<file path="config.mk">
export PLATFORM = sky130hd
export DESIGN_NAME = demux_1_4
export DESIGN_NICKNAME = d
export VERILOG_FILES = /design/src/rtl/demux_pkg.sv /design/src/rtl/decoder_2_4.sv /design/src/rtl/demux_1_4.sv
export SDC_FILE = /design/constraint.sdc
export NUM_CORES = 1
export LEC_CHECK = 0
export CAP_MARGIN = 30
export CORE_MARGIN = 2
export CORE_UTILIZATION = 37
export DETAILED_ROUTE_END_ITERATION = 12
export PLACE_DENSITY = 0.81
export SYNTH_ARGS = -nofsm -noshare
export SYNTH_HDL_FRONTEND = slang
export SYNTH_SLANG_ARGS = --single-unit
</file>
<file path="constraint.sdc">
create_clock -name clk -period 0.8 [get_ports clk]
set_input_delay 0.08 -clock clk [delete_from_list [all_inputs] [get_ports clk]]
set_output_delay 0.08 -clock clk [all_outputs]
set_load 0.02 [all_outputs]
</file>
<file path="src/rtl/demux_pkg.sv">
// Shared route codes and lane count for the 1-to-4 demultiplexer.
// Imported by the RTL and by the bench so both agree on the select encoding.
package demux_pkg;
    localparam int NUM_LANES = 4;

    localparam logic [1:0] SEL_A = 2'b00;
    localparam logic [1:0] SEL_B = 2'b01;
    localparam logic [1:0] SEL_C = 2'b10;
    localparam logic [1:0] SEL_D = 2'b11;
endpackage

</file>
<file path="src/rtl/decoder_2_4.sv">
// Combinational 2-to-4 one-hot decoder with enable; all-zero output when disabled.
module decoder_2_4
    import demux_pkg::*;
(
    input  logic [1:0] sel,
    input  logic       en,
    output logic [3:0] onehot
);

    always_comb begin
        onehot = 4'b0000;
        if (en) begin
            unique case (sel)
                SEL_A: onehot = 4'b0001;
                SEL_B: onehot = 4'b0010;
                SEL_C: onehot = 4'b0100;
                SEL_D: onehot = 4'b1000;
                default: onehot = 4'b0000;
            endcase
        end
    end

endmodule

</file>
<file path="src/rtl/demux_1_4.sv">
// Registered 1-to-4 demultiplexer: routes in to the selected output for one cycle,
// zeroes the rest, and strobes a one-hot valid_out alongside.
module demux_1_4
    import demux_pkg::*;
#(
    parameter int bus_size = 4
) (
    input  logic                clk,
    input  logic                rst,
    input  logic                in_valid,
    input  logic [1:0]          select,
    input  logic [bus_size-1:0] in,
    output logic [bus_size-1:0] a,
    output logic [bus_size-1:0] b,
    output logic [bus_size-1:0] c,
    output logic [bus_size-1:0] d,
    output logic [3:0]          valid_out
);

    logic [NUM_LANES-1:0]               hot;
    logic [NUM_LANES-1:0][bus_size-1:0] route_d;
    logic [NUM_LANES-1:0][bus_size-1:0] route_q;
    logic [NUM_LANES-1:0]               vld_q;

    decoder_2_4 u_dec (
        .sel    (select),
        .en     (in_valid),
        .onehot (hot)
    );

    // Each lane passes in only when its decode bit is set, so idle lanes load zero.
    for (genvar g = 0; g < NUM_LANES; g++) begin : g_lane
        assign route_d[g] = {bus_size{hot[g]}} & in;
    end

    always_ff @(posedge clk or posedge rst) begin
        if (rst) begin
            route_q <= '0;
            vld_q   <= '0;
        end else begin
            route_q <= route_d;
            vld_q   <= hot;
        end
    end

    assign a         = route_q[0];
    assign b         = route_q[1];
    assign c         = route_q[2];
    assign d         = route_q[3];
    assign valid_out = vld_q;

endmodule

</file>
* Word-level counts from Yosys, hierarchy flattened
Index checks and enable logic that the tools add are counted.
Storage, ports and cells: output and inout bits 20, word-level logic and storage cells 15, memories 0, bits in read-only memories 0, bits in writable memories 0, bits in registers 20, bits in latches 0
Cells by class: magnitude comparators 0, equal/unequal tests 3, reduce and logical (&&, ||, !) cells 1, shift operators 0, add/sub/neg operators 0, multipliers 0, bitwise gates (word level) 4, muxes and demuxes 2, div/mod/pow operators 0
Operators with widths (number):
- 4-bit AND | 4
- 4-bit case mux with 4 select lines | 1
- 2-bit equality test, second input constant | 2
- 4-bit 2-to-1 mux | 1
- 2-bit by 1-bit equality test with 1-bit output, second input constant | 1
- 2-bit zero test | 1

* Depth between registers and ports, before layout
Gate-level depths: netlist of the first run.
word-level depth 4, mapped depth 2, depth with buffers taken out 1

* Cells and area by module
From an unflattened synthesis of the first run, not the netlist that was laid out.
Second synthesis, totals: cell total of the unflattened synthesis 41, area, all modules 641.9 sq um
By module, submodules not included:
- demux_1_4 | times used 1, area each 604.3 sq um, cells an instance 37, seq. area each 500.5 sq um
- decoder_2_4 | times used 1, area each 37.5 sq um, cells an instance 4, seq. area each 0.0 sq um

* Worst setup path after synthesis of the first run
OpenSTA, ideal clock, no wires.
path type input-to-reg, start input port in_valid, end register vld_q[2], in the netlist valid_out[2], slack 288 ps, stages 2, data arrival time 391 ps, path buffers 1, path through buf_2 > and3b_2
Between the ends: longest elaborated chain between the ends 1
Ends and longest elaborated chain:
- from (decl) | line demux_1_4.sv:10 | input logic in_valid,
- 4-bit 2-to-1 mux | line decoder_2_4.sv:12 | if (en) begin
- net hot[2] | line demux_1_4.sv:20 | logic [NUM_LANES-1:0] hot;
- to (signal assigned) | line demux_1_4.sv:42 | vld_q <= hot;
- to (decl) | line demux_1_4.sv:23 | logic [NUM_LANES-1:0] vld_q;
The timed path passes the listed nets, and every way through them passes these cells.

* Worst setup path in the final report of the first run
start register vld_q[1], in the netlist valid_out[1], end output port valid_out[1]
RTL lines:
- to (decl) | line demux_1_4.sv:17 | output logic [3:0] valid_out
No word-level cell between the ends.

==> results of run 1 <==
[stage by stage]
| step | util, % | setup TNS (ps) | power, mW | std cells |
|---|---|---|---|---|
| 2_1_floorplan | - | 0 | 1.190 | 47 |
| 3_3_place_gp | 55.67 | -7555 | 1.314 | 103 |
| 3_5_place_dp | 55.67 | -8142 | 1.323 | 103 |
| 4_1_cts | 58.12 | -1856 | 1.779 | 106 |
| 5_1_grt | 58.12 | -2422 | 1.851 | 106 |
| 6_report | 58.12 | -1498 | 1.743 | 106 |
[kinds of logic (layout without fill, tap and decap cells)]
group / after synthesis / in the layout / share of synthesized area, %
buffers and inverters: 7 / 39 / 7.309
and+or+nand+nor: 20 / 20 / 26.25
DFF: 20 / 20 / 66.45
[layout by cell type (no fill, tap or decap), drive strengths merged]
cell,count
and4b,8
clkbuf,3
inv,1
nor3b,1
and4bb,4
dfrtp,20
buf,27
clkdlybuf4s50,8
and4,4
and3b,2
and3,1
[metal layers]
layer,track usage [%],part of all wire [%],up-vias
li1,-,-,237
met1,12.55,35,224
met4,5.714,0.46,0
met5,0,0,-
met2,24.55,59,13
met3,3.067,6.1,2
[report_power, final]
| part | leakage, nW | internal [mW] | switching (mW) |
|---|---|---|---|
| combinational | 0.306 | 0.142 | 0.117 |
| clock | 0.0138 | 0.175 | 0.258 |
| sequential | 0.273 | 1.04 | 0.0127 |
| total | 0.593 | 1.36 | 0.388 |
[path summary, 6_finish.rpt]
check	slack, ps	cells after the start	to	from
max in group asynchronous	560	3	d[3]$_DFF_PP0_	rst
max	-90	1	valid_out[1]	valid_out[1]$_DFF_PP0_
min	110	3	d[1]$_DFF_PP0_	rst
min in group clk	470	2	c[3]$_DFF_PP0_	in[3]
[cell type report]
cell class	instances	area, sq um	share of cell area (%)
flip-flops and latches	20	500.5	44.35
inverters	1	3.754	0.3326
well taps	27	33.78	2.993
repair buffers	35	370.4	32.82
clock buffers	3	22.52	1.996
multi-input cells	20	197.7	17.52
[sequential cells by signal (all words and copies together), names as in the netlist]
name	flops
b	4
a	4
d	4
c	4
valid_out	4
[what timing repair did]
action | CTS | global route
endpoints found under the setup margin | 20 | 20
gates resized for setup | 120 | 0
cloned | 0 | 0
==> metrics.txt, run 1 <==
# TYPE chip_impl_metric gauge
chip_impl_info{name="run_status",value="finished, violations left"} 1
chip_impl_info{name="failing_checks",value="negative setup slack"} 1
chip_impl_info{name="rsz_0062_raised_after_global_routing",value="yes"} 1
chip_impl_metric{name="syn-cell-area",unit="sq um"} 753.2
chip_impl_metric{name="route.vias.total",unit=""} 476
chip_impl_metric{name="mappedNetlistNets",unit=""} 56
chip_impl_info{name="critical_setup_path_kind",value="reg -> out"} 1
chip_impl_metric{name="critical_path.max_stage_delay",unit="ps"} 390
chip_impl_metric{name="finalInstanceArea",unit="sq mm"} 0.001129
chip_impl_metric{name="fmaxAchievable",unit="GHz"} 1.129
chip_impl_metric{name="grt_first_pass_wirelength",unit="mm"} 2.346
chip_impl_metric{name="total_leakage_power",unit="nW"} 0.5934
chip_impl_metric{name="drt_pre_antenna_iters",unit=""} 3
chip_impl_metric{name="place_worst_setup_slack",unit="ps"} -274.0
chip_impl_metric{name="globalplace.congestion",unit=""} 0.5892
chip_impl_info{name="min-delay-path-class",value="in -> async"} 1
chip_impl_metric{name="slew_violations",unit=""} 0
chip_impl_info{name="post_synth_top_cells",value="20 x sky130_fd_sc_hd__dfrtp_1, 8 x sky130_fd_sc_hd__and4b_1, 4 x sky130_fd_sc_hd__and4_1, 4 x sky130_fd_sc_hd__and4bb_1, 3 x sky130_fd_sc_hd__buf_6"} 1
chip_impl_metric{name="post-route-period-util",unit="%"} 110.8
chip_impl_metric{name="cap_viol_max_count",unit=""} 0
chip_impl_metric{name="number_of_global_route_vias_before_repair",unit=""} 543
chip_impl_metric{name="drc",unit=""} 0
chip_impl_metric{name="cts-hold-fix-buffers",unit=""} 0
chip_impl_info{name="critical_path.cell_chain",value="buf_6"} 1
chip_impl_metric{name="floorplan_core_area",unit="sq mm"} 0.001942
chip_impl_metric{name="postSynthCellCount",unit=""} 47
chip_impl_metric{name="insertedDiodeCount",unit=""} 0
chip_impl_metric{name="floorplan.die_area",unit="sq mm"} 0.002413
chip_impl_metric{name="syn_warnings",unit=""} 0
chip_impl_metric{name="floorplan_die_width",unit="um"} 49.12
chip_impl_metric{name="antenna_found_initial",unit=""} 0
chip_impl_info{name="post-synth-top-area-cell",value="sky130_fd_sc_hd__dfrtp_1"} 1
chip_impl_metric{name="synth_top_cell_area_share",unit="%"} 66.45
chip_impl_metric{name="remaining_max_slew_budget_at_the_tightest_pin",unit="%"} 89.61
chip_impl_metric{name="pin_count",unit=""} 29
chip_impl_metric{name="final_antenna_net_count",unit=""} 0
chip_impl_metric{name="synth_cell_type_count",unit=""} 12
chip_impl_metric{name="critPathRequiredTime",unit="ps"} 720
chip_impl_metric{name="detail_route.wirelength",unit="mm"} 1.293
chip_impl_metric{name="placement.io_buffers",unit=""} 28
chip_impl_metric{name="finish.net_count",unit=""} 90
chip_impl_metric{name="power.ir.vdd_worst",unit="V"} 0.0007856
chip_impl_metric{name="gr-usage-all-layers",unit="%"} 12.73
chip_impl_metric{name="number_of_buffers_added_by_the_clock_tree_synthesis_step",unit=""} 3
chip_impl_metric{name="ys_seq_elements",unit=""} 20
chip_impl_metric{name="route.detailed.wl_per_inst",unit="um"} 12.20
chip_impl_metric{name="vias_per_cell",unit=""} 4.491
chip_impl_metric{name="layout-drive-gt1-share",unit="%"} 39.24
chip_impl_info{name="end_kind",value="output port"} 1
chip_impl_metric{name="initial_standard_cell_utilization_of_the_core",unit="%"} 38.79
chip_impl_metric{name="post_synthesis_async_set_or_reset_flop_share",unit="%"} 100.0
chip_impl_metric{name="synth_edf_count",unit=""} 0
chip_impl_info{name="yosysMostFrequentCell",value="sky130_fd_sc_hd__dfrtp_1"} 1
chip_impl_metric{name="cts.sink_count",unit=""} 20
chip_impl_metric{name="postSynthAreaPerCell",unit="sq um"} 16.03
chip_impl_metric{name="drt_iter0_drc",unit=""} 2
chip_impl_metric{name="power.density",unit="mW/mm^2"} 1544
chip_impl_metric{name="max_root_sink_buffers",unit=""} 2
chip_impl_info{name="ctsRootBufferMaster",value="sky130_fd_sc_hd__clkbuf_4"} 1
chip_impl_metric{name="path_buf_inv",unit=""} 1
chip_impl_info{name="slowest_stage",value="sky130_fd_sc_hd__dfrtp_1"} 1
chip_impl_metric{name="floorplan.rows",unit=""} 16
chip_impl_metric{name="critPathArrivalTime",unit="ps"} 810
chip_impl_metric{name="finalWorstPathRequiredPeriod",unit="ps"} 886.0
chip_impl_info{name="synthFlopType",value="sky130_fd_sc_hd__dfrtp_1"} 1
chip_impl_info{name="critical_path.startpoint_type",value="flop"} 1
chip_impl_metric{name="h-tree-depth",unit=""} 1
chip_impl_metric{name="cts.repair_timing.setup_buffer_count",unit=""} 0
chip_impl_metric{name="worstMarginPinSlew",unit="ps"} 155.5
chip_impl_metric{name="die_h",unit="um"} 49.12
chip_impl_metric{name="final.fill_count",unit=""} 172
chip_impl_metric{name="overflow",unit=""} 0
chip_impl_metric{name="dpl_cell_area",unit="sq mm"} 0.001081
chip_impl_metric{name="timing.critical_path.fanout_max",unit=""} 1
chip_impl_info{name="post_synth_main_area_contributors",value="sky130_fd_sc_hd__dfrtp_1 66%, sky130_fd_sc_hd__and4b_1 11%, sky130_fd_sc_hd__and4bb_1 6.6%"} 1
chip_impl_metric{name="register_clock_pin_slew_on_the_reported_worst_setup_and_hold_paths",unit="ps"} 100
chip_impl_metric{name="final_hold_viol_count",unit=""} 0
chip_impl_metric{name="dpl.hpwl",unit="um"} 969
chip_impl_metric{name="final_report_setup_violation_count",unit=""} 20
chip_impl_metric{name="grt_start_max_net_pins",unit=""} 21
chip_impl_metric{name="synth_sequential_area_ratio",unit="%"} 66.45
chip_impl_metric{name="setup_ws",unit="ps"} -86.03
chip_impl_info{name="cts_tree",value="built"} 1
chip_impl_metric{name="syn2layout_area_growth",unit="%"} 49.83
chip_impl_info{name="critical_path.top_delay_family",value="flip-flops"} 1
chip_impl_metric{name="fin_worst_hold_slack",unit="ps"} 107.0
Power figures use the tool's default switching activity.
==> inputs of run 2 (changes only) <==
--- a/config.mk
+++ b/config.mk
@@ -6,7 +6,7 @@
 export NUM_CORES = 1
 export LEC_CHECK = 0
 export CAP_MARGIN = 30
-export CORE_MARGIN = 2
+export CORE_MARGIN = 1.5
 export CORE_UTILIZATION = 37
 export DETAILED_ROUTE_END_ITERATION = 12
 export PLACE_DENSITY = 0.81
==> run 2 against run 1 <==
  * The flow still finishes with violations (negative setup slack)
  * Combinational power hardly changed
  * Design area is 1.2% higher
  * First-iteration DRC count is 50% lower
  * Critical path depth stayed put
  * Worst hold slack worse by 19 ps
  * Setup slack worse by 17 ps
  * Power is 7.5% higher
  * Die area is 4.0% lower
  * Critical endpoint is now d[3]
  * Largest cell class unchanged
  * Highest routed layer unchanged
==> metrics.txt, run 2 (synthesized netlist as in run 1, its figures left out) <==
# TYPE chip_impl_metric gauge
chip_impl_info{name="run_status",value="finished, violations left"} 1
chip_impl_info{name="failing_checks",value="negative setup slack"} 1
chip_impl_metric{name="clkPwrFrac",unit="%"} 30.1
chip_impl_metric{name="timing.critical_path.fanout_max",unit=""} 1
chip_impl_metric{name="floorplan_die_width",unit="um"} 48.12
chip_impl_metric{name="finish.net_count",unit=""} 90
chip_impl_metric{name="internal_power",unit="mW"} 1.458
chip_impl_metric{name="post-route-period-util",unit="%"} 112.9
chip_impl_metric{name="cts_resized",unit=""} 120
chip_impl_metric{name="final_report_setup_violation_count",unit=""} 20
chip_impl_metric{name="final.fill_count",unit=""} 165
chip_impl_metric{name="cap_viol_max_count",unit=""} 0
chip_impl_metric{name="globalplace.congestion",unit=""} 0.5995
chip_impl_metric{name="fmaxAchievable",unit="GHz"} 1.107
chip_impl_metric{name="power.ir.vdd_worst",unit="V"} 0.0009486
chip_impl_metric{name="drt_iter0_drc",unit=""} 1
chip_impl_metric{name="switchingPower",unit="mW"} 0.4153
chip_impl_metric{name="route.vias.total",unit=""} 488
chip_impl_metric{name="placement.io_buffers",unit=""} 28
chip_impl_metric{name="path_buf_inv",unit=""} 1
chip_impl_metric{name="detail_route.wirelength",unit="mm"} 1.197
chip_impl_metric{name="overflow",unit=""} 0
chip_impl_metric{name="power.total",unit="mW"} 1.873
chip_impl_metric{name="critical_path.max_stage_delay",unit="ps"} 400
chip_impl_metric{name="slew_violations",unit=""} 0
chip_impl_metric{name="setup_total_negative_slack",unit="ps"} -1719
chip_impl_metric{name="grt_first_pass_wirelength",unit="mm"} 1.876
chip_impl_info{name="ctsRootBufferMaster",value="sky130_fd_sc_hd__clkbuf_4"} 1
chip_impl_metric{name="cts-hold-fix-buffers",unit=""} 0
chip_impl_info{name="min-delay-path-class",value="in -> async"} 1
chip_impl_metric{name="cts.sink_count",unit=""} 20
chip_impl_metric{name="syn2layout_area_growth",unit="%"} 51.66
chip_impl_metric{name="number_of_global_route_vias_before_repair",unit=""} 419
chip_impl_metric{name="total_leakage_power",unit="nW"} 0.6006
chip_impl_metric{name="critPathArrivalTime",unit="ps"} 820
chip_impl_info{name="critical_path.startpoint_type",value="flop"} 1
chip_impl_metric{name="h-tree-depth",unit=""} 1
chip_impl_metric{name="insertedDiodeCount",unit=""} 0
chip_impl_metric{name="floorplan.die_area",unit="sq mm"} 0.002316
chip_impl_info{name="critical_path.cell_chain",value="buf_6"} 1
chip_impl_metric{name="vias_per_cell",unit=""} 4.561
chip_impl_info{name="rsz_0062_raised_after_global_routing",value="yes"} 1
chip_impl_metric{name="gr-usage-all-layers",unit="%"} 11.97
chip_impl_metric{name="number_of_buffers_added_by_the_clock_tree_synthesis_step",unit=""} 3
chip_impl_metric{name="max_root_sink_buffers",unit=""} 2
chip_impl_metric{name="final_antenna_net_count",unit=""} 0
chip_impl_metric{name="grt_start_max_net_pins",unit=""} 21
chip_impl_metric{name="route.detailed.wl_per_inst",unit="um"} 11.19
chip_impl_info{name="end_kind",value="output port"} 1
chip_impl_metric{name="critPathRequiredTime",unit="ps"} 720
chip_impl_metric{name="register_clock_pin_slew_on_the_reported_worst_setup_and_hold_paths",unit="ps"} 110
chip_impl_metric{name="finalWorstPathRequiredPeriod",unit="ps"} 903.3
chip_impl_metric{name="utilization",unit="%"} 58.83
chip_impl_info{name="critical_path.top_delay_family",value="flip-flops"} 1
chip_impl_metric{name="antenna_found_initial",unit=""} 0
chip_impl_metric{name="remaining_max_slew_budget_at_the_tightest_pin",unit="%"} 90.33
chip_impl_info{name="slowest_stage",value="sky130_fd_sc_hd__dfrtp_1"} 1
chip_impl_metric{name="drc",unit=""} 0
chip_impl_metric{name="worstMarginPinSlew",unit="ps"} 144.7
chip_impl_metric{name="final_hold_viol_count",unit=""} 0
chip_impl_metric{name="floorplan_core_area",unit="sq mm"} 0.001942
chip_impl_metric{name="initial_standard_cell_utilization_of_the_core",unit="%"} 38.79
chip_impl_metric{name="drt_pre_antenna_iters",unit=""} 2
chip_impl_metric{name="cts.repair_timing.setup_buffer_count",unit=""} 0
chip_impl_metric{name="sw_frac_of_total",unit="%"} 22.17
chip_impl_metric{name="die_h",unit="um"} 48.12
chip_impl_metric{name="setup_ws",unit="ps"} -103.3
chip_impl_metric{name="floorplan.rows",unit=""} 16
chip_impl_info{name="most-common-layout-cells",value="20 x sky130_fd_sc_hd__dfrtp_1, 20 x sky130_fd_sc_hd__buf_6, 8 x sky130_fd_sc_hd__and4b_1, 8 x sky130_fd_sc_hd__clkdlybuf4s50_1, 6 x sky130_fd_sc_hd__buf_4"} 1
chip_impl_info{name="critical_setup_path_kind",value="reg -> out"} 1
chip_impl_metric{name="pin_count",unit=""} 29
chip_impl_metric{name="layout-drive-gt1-share",unit="%"} 40.00
chip_impl_info{name="cts_tree",value="built"} 1
chip_impl_metric{name="seq_power_share",unit="%"} 56.1
chip_impl_metric{name="power.density",unit="mW/mm^2"} 1640
chip_impl_metric{name="combPwrFrac",unit="%"} 13.8
chip_impl_metric{name="dpl.hpwl",unit="um"} 878.2
==> run 2: cell count changes in the layout (fill, tap and decap cells not counted), sizes merged <==
cell	previous run	this run
clkbuf	3	4
==> run 2: how the worst max path moves through the flow <==
| stage | from | end | cells past startpoint |
|---|---|---|---|
| global route | b[3]$_DFF_PP0_ | b[3] | 1 |
| finish | d[3]$_DFF_PP0_ | d[3] | 1 |
| CTS | d[3]$_DFF_PP0_ | d[3] | 1 |
| global placement | select[1] | b[1]$_DFF_PP0_ | 3 |
| floorplan | in_valid | valid_out[2]$_DFF_PP0_ | 2 |
| detailed placement | select[1] | b[1]$_DFF_PP0_ | 3 |
==> run 2: power groups by stage <==
stage                     clock network, mW  logic [mW]  registers (mW)
after floorplan                           0      0.0866            1.10
final                                 0.564       0.259            1.05
after global placement                    0       0.248            1.07
after detailed placement                  0       0.255            1.06
after global routing                  0.651       0.280            1.05
after CTS                             0.590       0.261            1.05
==> run 2: per-stage QoR <==
stage	instance area, sq um	setup slack, ps	hold WS [ps]	std cells
2_1_floorplan	753.2	288.3	43.83	47
3_3_place_gp	1081	-228.4	406.7	103
3_5_place_dp	1081	-271.6	415.5	103
4_1_cts	1142	-114.1	85.43	107
5_1_grt	1142	-153.9	87.47	107
6_report	1142	-103.3	87.71	107
==> run 2: routing by layer <==
metal	share of wire, %	track usage [%]	routed length, um	up-vias
li1	-	-	-	237
met1	41	15.59	492	234
met2	52	18.40	620	15
met3	6.4	2.963	77	2
met4	0.50	6.486	6	0
met5	0	0	0	-
==> run 2: area by class of cell <==
class / instances / area, sq um / share of cell area (%)
flip-flops and latches: 20 / 500.5 / 43.81
inverters: 1 / 3.754 / 0.3286
repair buffers: 35 / 370.4 / 32.42
well taps: 27 / 33.78 / 2.957
clock buffers: 4 / 36.28 / 3.176
multi-input cells: 20 / 197.7 / 17.31
